**config.mk**
```make
export PLATFORM = sky130hd
export DESIGN_NAME = instr_fetch_unit
export DESIGN_NICKNAME = d
export VERILOG_FILES = /design/src/rtl/cpu_pkg.sv /design/src/rtl/fetch_buf.sv /design/src/rtl/instr_fetch_unit.sv
export SDC_FILE = /design/constraint.sdc
export NUM_CORES = 1
export LEC_CHECK = 0
export ABC_AREA = 1
export CORE_AREA = 3 3 145 147
export CTS_BUF_LIST = sky130_fd_sc_hd__clkbuf_8 sky130_fd_sc_hd__clkbuf_16
export DETAILED_ROUTE_END_ITERATION = 10
export DIE_AREA = 0 0 148 150
export PLACE_DENSITY = 0.77
export SLEW_MARGIN = 20
export SYNTH_ARGS = -nofsm -noshare
export SYNTH_HDL_FRONTEND = slang
export SYNTH_HIERARCHICAL = 1
export SYNTH_SLANG_ARGS = --single-unit
```
**constraint.sdc**
```tcl
create_clock -name clk -period 5.7 [get_ports clk]
set_input_delay 1.14 -clock clk [delete_from_list [all_inputs] [get_ports clk]]
set_output_delay 1.14 -clock clk [all_outputs]
set_load 0.01 [all_outputs]
```
**src/rtl/cpu_pkg.sv**
```systemverilog
// ============================================================================
// Module      : cpu_pkg
// Description : Shared CPU definitions: reset PC, opcode field position,
//               opcode values used by fetch and control, fetch FSM states.
// Revision    : 1.0 - initial release
// ============================================================================
`default_nettype none

package cpu_pkg;

    localparam logic [31:0] DEFAULT_RESET_PC = 32'h0000_0000;

    // Opcode field position inside a 32-bit instruction word
    localparam int OPC_MSB = 31;
    localparam int OPC_LSB = 26;

    // Opcode values shared with the control unit
    localparam logic [5:0] OPC_RTYPE = 6'd0;
    localparam logic [5:0] OPC_LW    = 6'd35;
    localparam logic [5:0] OPC_SW    = 6'd43;
    localparam logic [5:0] OPC_BEQ   = 6'd4;
    localparam logic [5:0] OPC_J     = 6'd2;

    // Fetch unit states: RUN issues requests, FLUSH drains stale responses
    typedef enum logic [0:0] {
        ST_RUN   = 1'b0,
        ST_FLUSH = 1'b1
    } fetch_state_e;

    // Extract the opcode field of an instruction word
    function automatic logic [5:0] get_opcode(input logic [31:0] word);
        return word[OPC_MSB:OPC_LSB];
    endfunction

endpackage

`default_nettype wire

```
**src/rtl/fetch_buf.sv**
```systemverilog
// ============================================================================
// Module      : fetch_buf
// Description : Synchronous FIFO holding {pc, instr} entries. Registered
//               head; push and pop in the same cycle are allowed when full;
//               clear empties the FIFO in one cycle.
// Revision    : 1.0 - initial release
// ============================================================================
`default_nettype none

module fetch_buf #(
    parameter int WIDTH = 64,
    parameter int DEPTH = 2,
    localparam int AW   = (DEPTH > 1) ? $clog2(DEPTH) : 1,
    localparam int CW   = AW + 1
) (
    input  logic             clk,
    input  logic             rst_n,
    input  logic             push_i,
    input  logic [WIDTH-1:0] wdata_i,
    input  logic             pop_i,
    input  logic             clear_i,
    output logic [WIDTH-1:0] rdata_o,
    output logic             empty_o,
    output logic             full_o,
    output logic [CW-1:0]    count_o
);

    localparam logic [CW-1:0] FULL_CNT = CW'(DEPTH);

    logic [AW-1:0]                wr_ptr_q;
    logic [AW-1:0]                rd_ptr_q;
    logic [CW-1:0]                count_q;
    logic [DEPTH-1:0][WIDTH-1:0]  w_entries;
    logic                         w_push;
    logic                         w_pop;

    assign empty_o = (count_q == '0);
    assign full_o  = (count_q == FULL_CNT);
    assign count_o = count_q;

    // A push into a full FIFO is only taken when the head leaves this cycle
    assign w_pop  = pop_i & ~empty_o;
    assign w_push = push_i & (~full_o | w_pop);

    // Pointer and occupancy tracking; clear wins over push/pop
    always_ff @(posedge clk or negedge rst_n) begin
        if (!rst_n) begin
            wr_ptr_q <= '0;
            rd_ptr_q <= '0;
            count_q  <= '0;
        end else if (clear_i) begin
            wr_ptr_q <= '0;
            rd_ptr_q <= '0;
            count_q  <= '0;
        end else begin
            if (w_push) begin
                wr_ptr_q <= wr_ptr_q + 1'b1;
            end
            if (w_pop) begin
                rd_ptr_q <= rd_ptr_q + 1'b1;
            end
            case ({w_push, w_pop})
                2'b10:   count_q <= count_q + 1'b1;
                2'b01:   count_q <= count_q - 1'b1;
                default: count_q <= count_q;
            endcase
        end
    end

    for (genvar gi = 0; gi < DEPTH; gi++) begin : g_entry
        logic [WIDTH-1:0] entry_q;

        // Storage slot, written when the write pointer selects it
        always_ff @(posedge clk or negedge rst_n) begin
            if (!rst_n) begin
                entry_q <= '0;
            end else if (w_push && !clear_i && (wr_ptr_q == AW'(gi))) begin
                entry_q <= wdata_i;
            end
        end

        assign w_entries[gi] = entry_q;
    end

    assign rdata_o = w_entries[rd_ptr_q];

endmodule

`default_nettype wire

```
**src/rtl/instr_fetch_unit.sv**
```systemverilog
// ============================================================================
// Module      : instr_fetch_unit
// Description : Instruction fetch front end. Issues word fetches over a
//               req/gnt/rvalid memory interface, buffers returned words with
//               their PC and presents them to decode via valid/ready.
//               Redirects clear the buffer and drop in-flight responses.
// Revision    : 1.0 - initial release
// ============================================================================
`default_nettype none

module instr_fetch_unit
    import cpu_pkg::*;
#(
    parameter logic [31:0] RESET_PC  = DEFAULT_RESET_PC,
    parameter int          BUF_DEPTH = 2
) (
    input  logic        clk,
    input  logic        rst_n,
    output logic        imemReq,
    output logic [31:0] imemAddr,
    input  logic        imemGnt,
    input  logic        imemRvalid,
    input  logic [31:0] imemRdata,
    output logic        instrValid,
    output logic [31:0] instr,
    output logic [5:0]  opCode,
    output logic [31:0] instrPc,
    input  logic        instrReady,
    input  logic        redirect,
    input  logic [31:0] redirectPc
);

    localparam int            AW        = $clog2(BUF_DEPTH);
    localparam int            CW        = AW + 1;
    localparam logic [CW:0]   DEPTH_LIM = (CW + 1)'(BUF_DEPTH);

    fetch_state_e  state_q, state_d;
    logic [31:0]   pc_q, pc_d;
    logic [31:0]   rsp_pc_q, rsp_pc_d;
    logic [CW-1:0] outstanding_q, outstanding_d;
    logic [CW-1:0] drop_cnt_q, drop_cnt_d;

    logic [CW-1:0] w_count;
    logic          w_empty;
    logic          w_full;
    logic [63:0]   w_head;
    logic [CW:0]   w_inflight;
    logic          w_issue;
    logic          w_rsp;
    logic          w_keep;
    logic          w_pop;
    logic [31:0]   w_redirect_pc;
    logic          w_unused_ok;

    // Low address bits of the redirect target are forced to zero
    assign w_redirect_pc = {redirectPc[31:2], 2'b00};
    assign w_unused_ok   = &{1'b0, redirectPc[1:0]};

    // Buffered words plus in-flight requests may never exceed the depth
    assign w_inflight = {1'b0, w_count} + {1'b0, outstanding_q};

    // Request is held off while in reset so nothing issues before release
    assign imemReq  = rst_n & (state_q == ST_RUN) & (w_inflight < DEPTH_LIM) & ~redirect;
    assign imemAddr = pc_q;
    assign w_issue  = imemReq & imemGnt;

    // Responses with nothing outstanding are stray and ignored
    assign w_rsp  = imemRvalid & (outstanding_q != '0);
    assign w_keep = w_rsp & (drop_cnt_q == '0) & ~redirect;

    assign instrValid = ~w_empty;
    assign w_pop      = instrValid & instrReady;
    assign instr      = w_head[31:0];
    assign instrPc    = w_head[63:32];
    assign opCode     = get_opcode(w_head[31:0]);

    fetch_buf #(
        .WIDTH (64),
        .DEPTH (BUF_DEPTH)
    ) u_fetch_buf (
        .clk     (clk),
        .rst_n   (rst_n),
        .push_i  (w_keep),
        .wdata_i ({rsp_pc_q, imemRdata}),
        .pop_i   (w_pop),
        .clear_i (redirect),
        .rdata_o (w_head),
        .empty_o (w_empty),
        .full_o  (w_full),
        .count_o (w_count)
    );

    // Next fetch PC, next response PC and in-flight request count
    always_comb begin
        pc_d          = pc_q;
        rsp_pc_d      = rsp_pc_q;
        outstanding_d = outstanding_q;
        case ({w_issue, w_rsp})
            2'b10:   outstanding_d = outstanding_q + 1'b1;
            2'b01:   outstanding_d = outstanding_q - 1'b1;
            default: outstanding_d = outstanding_q;
        endcase
        if (redirect) begin
            // Every in-flight response is dropped, so the next kept one
            // belongs to the first fetch at the new target
            pc_d     = w_redirect_pc;
            rsp_pc_d = w_redirect_pc;
        end else begin
            if (w_issue) begin
                pc_d = pc_q + 32'd4;
            end
            if (w_keep) begin
                rsp_pc_d = rsp_pc_q + 32'd4;
            end
        end
    end

    // FSM next state and stale-response drop counter
    always_comb begin
        state_d    = state_q;
        drop_cnt_d = drop_cnt_q;
        if (redirect) begin
            drop_cnt_d = outstanding_d;
            state_d    = (outstanding_d != '0) ? ST_FLUSH : ST_RUN;
        end else begin
            if (w_rsp && (drop_cnt_q != '0)) begin
                drop_cnt_d = drop_cnt_q - 1'b1;
            end
            if ((state_q == ST_FLUSH) && (drop_cnt_d == '0)) begin
                state_d = ST_RUN;
            end
        end
    end

    // State register for PC tracking, counters and FSM
    always_ff @(posedge clk or negedge rst_n) begin
        if (!rst_n) begin
            state_q       <= ST_RUN;
            pc_q          <= RESET_PC;
            rsp_pc_q      <= RESET_PC;
            outstanding_q <= '0;
            drop_cnt_q    <= '0;
        end else begin
            state_q       <= state_d;
            pc_q          <= pc_d;
            rsp_pc_q      <= rsp_pc_d;
            outstanding_q <= outstanding_d;
            drop_cnt_q    <= drop_cnt_d;
        end
    end

`ifndef SYNTHESIS
    a_no_stray_rsp: assert property (@(posedge clk) disable iff (!rst_n)
        !(imemRvalid && (outstanding_q == '0)));
    a_no_overflow: assert property (@(posedge clk) disable iff (!rst_n)
        !(w_keep && w_full && !w_pop));
`endif

endmodule

`default_nettype wire

```
# After elaboration in Yosys (flattened, before gate mapping)
# Index checks and enable logic that the tools add are counted.
# Widths: inputs -> output; s select.
# classes
add_sub_neg	10
order_cmp	2
eq_ne	5
muxes	19
bitwise_logic	16
reduce_logical	18
# op_table
cell	count
$mux 32	4
$mux 64	2
$add 32x3->32 const B	2
$reduce_bool 2->1	8
$and 1x1->1	10
$mux 2	4
$pmux 2 s2	2
$mux 1	7
$eq 2x2->1 const B	3
$logic_not 2->1	3
$sub 2x1->2 const B	3
$logic_and 1x1->1	5
$not 1->1	5
$add 2x1->2 const B	2
$eq 2x1->1 const B	2
$add 2x2->3	1
$lt 3x2->1 const B	1
$reduce_bool 3->1	1
$add 1x1->1 const B	2
$lt 1x2->1 const B	1
$logic_not 1->1	1
$or 1x1->1	1
# totals
reg_bits	201
in_bits	70
out_inout_bits	104
elab_cells	80

# Longest topological paths before layout
# depth
word_depth	10
ltp_mapped	14
ltp_nobuf	13

# By module
# Netlist, hierarchy kept.
# by_module_without_submodules
mod	instances	cells_each	area_each_um2	seq_area_each_um2
fetch_buf	1	722	6168.4	3303.2
instr_fetch_unit	1	681	4639.4	1626.6

# Least setup slack after synthesis
# No wires, ideal clock.
# synth_path
path_kind	input-to-output
start	in redirect
end	out imemReq
arrival_time_ns	1.436
required_ns	4.560
setup_slack_ns	3.124
stages	2
path_buffers	0
path_cell_list	nor2_1 > and3_1
# synth_via
elab_chain_len	2
# synth_lines
item	line_no	rtl
from (decl)	instr_fetch_unit.sv:29	input logic redirect,
$not 1->1	instr_fetch_unit.sv:63	assign imemReq = rst_n & (state_q == ST_RUN) & (w_inflight < DEPTH_LIM) & ~redirect;
$and 1x1->1	instr_fetch_unit.sv:63	
to (decl)	instr_fetch_unit.sv:19	output logic imemReq,
# No other way between the ends.

# Final worst setup path
# Same ends and word-level chain as after synthesis.

==> results.sh <==
export IMPL_syn_avg_cell_area_um2=7.71
export IMPL_wire_per_inst_um=14.4
export IMPL_gp_congestion=0.976
export IMPL_antennaDiodeCount=0
export IMPL_setup_viol=0
export IMPL_dpl_cell_count=1789
export IMPL_drv_cap=0
export IMPL_fin_ws_ns=1.78
export IMPL_finalNonFillerCells=1821
export IMPL_reg2reg_setup_slack_ns=2.61
export IMPL_clockBufferDepth=2
export IMPL_rsz0062_at_grt="false"
export IMPL_cts_max_level=4
export IMPL_p_total_mw=5.29
export IMPL_cp_top_family="buffers and inverters"
export IMPL_dpl_hpwl_mm=18.2
export IMPL_fin_nets=1613
export IMPL_crit_fanout=43
export IMPL_drtIter0Drc=736
export IMPL_post_cts_buffers=0
export IMPL_critPathArrivalTime_ns=2.78
export IMPL_clock_sinks=197
export IMPL_status="finished clean"
export IMPL_overflow=0
export IMPL_tns_ns=0
export IMPL_ir_drop_v=0.000212
export IMPL_io_pins=174
export IMPL_fmax_mhz=255
export IMPL_worst_pin_slew_ns=0.943
export IMPL_cts_tree="done"
export IMPL_path_buf_inv=3
export IMPL_core_mm2=0.0200
export IMPL_cp_slowest_cell="clkdlybuf4s50_1"
export IMPL_syn_area_mm2=0.0108
export IMPL_slowest_delay_ns=0.49
export IMPL_path_cells="clkdlybuf4s50_1 > buf_4 > nor2_1 > and3_1 > clkdlybuf4s50_1"
export IMPL_power_density_mw_per_mm2=406
export IMPL_grt_max_degree=88
export IMPL_p_leak_nw=6.35
export IMPL_cts_reportedPaths_clkPinSlew_ns=0.07
export IMPL_antenna_found_initial=0
export IMPL_hold_viol=0
export IMPL_critical_path_class="input port to output pin"
export IMPL_num_vias=9328
export IMPL_dp_slack_ns=1.42
export IMPL_drive_above_1_share_pct=9.93
export IMPL_grt_pass1_wl_mm=43.0
export IMPL_ant_nets=0
export IMPL_dieArea_mm2=0.0222
export IMPL_clockRootBuffer="clkbuf_16"
export IMPL_start_util_pct=53.9
export IMPL_cp_required_ns=4.56
export IMPL_hold_slack_ns=0.482
export IMPL_avgViaCountPerCell=5.12
export IMPL_routed_wl_mm=26.2
export IMPL_min_period_ns=3.92
export IMPL_first_pass_iters=5
export IMPL_ys_warn_count=6
export IMPL_first_global_vias=8685
export IMPL_path_common_cell="clkdlybuf4s50_1"
export IMPL_postSynthCellCount=1402
export IMPL_dieHeight_um=150
export IMPL_postCtsHoldBufs=0
export IMPL_rows=52
export IMPL_cts_resized_gates=0
export IMPL_hold_path_class="flop to flop"
export IMPL_clock_latency_ns=0.43
export IMPL_drc=0
export IMPL_grt_use_total_pct=23.8
export IMPL_maxSlewViolCount=0
export IMPL_area_growth_pct=20.6
export IMPL_endpoint_kind="output pin"
export IMPL_cts_buffers=17
export IMPL_fin_crit_sh_pct=68.7
export IMPL_skew_ns=0.00830
export IMPL_relSlewSlack_pct=37.2
export IMPL_io_buffers=169
export IMPL_fill_cells=1774
export IMPL_die_x_um=148
export IMPL_start_kind="input port"
-- sequential cells by signal (all words and copies together), names as in the netlist --
name and cells:
drop_cnt_q 2, u_fetch_buf/count_o 2, state_q 1, u_fetch_buf/g_entry.entry_q 128
imemAddr 30, u_fetch_buf/rd_ptr_q 1, rsp_pc_q 30, u_fetch_buf/wr_ptr_q 1
outstanding_q 2
-- cells in the final DEF (no fill, tap or decap), types with 8 or more instances in the layout --
cell / instances
nand2_1: 567
dfrtp_1: 196
clkdlybuf4s50_1: 168
inv_1: 150
nand3_1: 67
o21ai_2: 66
nor2_1: 63
o21ai_1: 55
o21ai_0: 34
xor2_1: 22
clkbuf_16: 17
o211ai_1: 15
a21oi_1: 15
nor2_2: 12
nand2_2: 9
nor2_4: 9
nor3_1: 8
-- area by class of cell --
cell class                      instances  area (um^2)  area share [%]
Clock buffer                           17          425            3.26
Clock inverter                         15          156            1.20
Sequential cell                       197         4930            37.8
Tap cell                              270          338            2.59
Multi-Input combinational cell        989         4810            36.9
Inverter                              155          582            4.46
Timing Repair Buffer                  178         1790            13.7
-- metrics by stage --
step	utilization (%)	area, um^2
final	65.0	13000
after global routing	65.0	13000
after CTS	65.0	13000
after detailed placement	62.1	12500
after global placement	62.1	12500
after floorplan	-	10800
-- worst min-delay path, delay by kind of cell, from the launching register on --
kind	cells	cell delay [ns]
and+or+nand+nor	1	0.06
AOI/OAI and AO/OA	1	0.05
DFF	1	0.34
-- power by group --
part / switching [mW] / internal [mW] / leakage, nW
Sequential: 0.310 / 1.80 / 2.54
Combinational: 1.05 / 0.934 / 3.53
Clock: 0.541 / 0.650 / 0.276
Total: 1.91 / 3.39 / 6.35
-- layer usage --
metal	routed length (um)	vias up	GRT usage (%)	share of wire, %
met4	489	0	7.90	1.9
met1	12000	4318	34.0	46
li1	-	4648	-	-
met3	1700	30	3.15	6.5
met5	0	-	0	0
met2	12000	332	38.0	46
-- final timing paths --
check                                                        start                                  to  cells past startpoint
worst min-delay path            u_fetch_buf/g_entry[1].entry_q[28]  u_fetch_buf/g_entry[1].entry_q[28]                      2
max in group asynchronous                                    rst_n                u_fetch_buf/rd_ptr_q                      2
worst min register to register  u_fetch_buf/g_entry[1].entry_q[28]  u_fetch_buf/g_entry[1].entry_q[28]                      2
worst max-delay path                                      redirect                             imemReq                      5
min in group asynchronous                                    rst_n  u_fetch_buf/g_entry[0].entry_q[24]                      1
worst max register to register              u_fetch_buf/count_o[0]                        imemAddr[23]                     10
No activity file was read; power rests on OpenSTA's default activity.
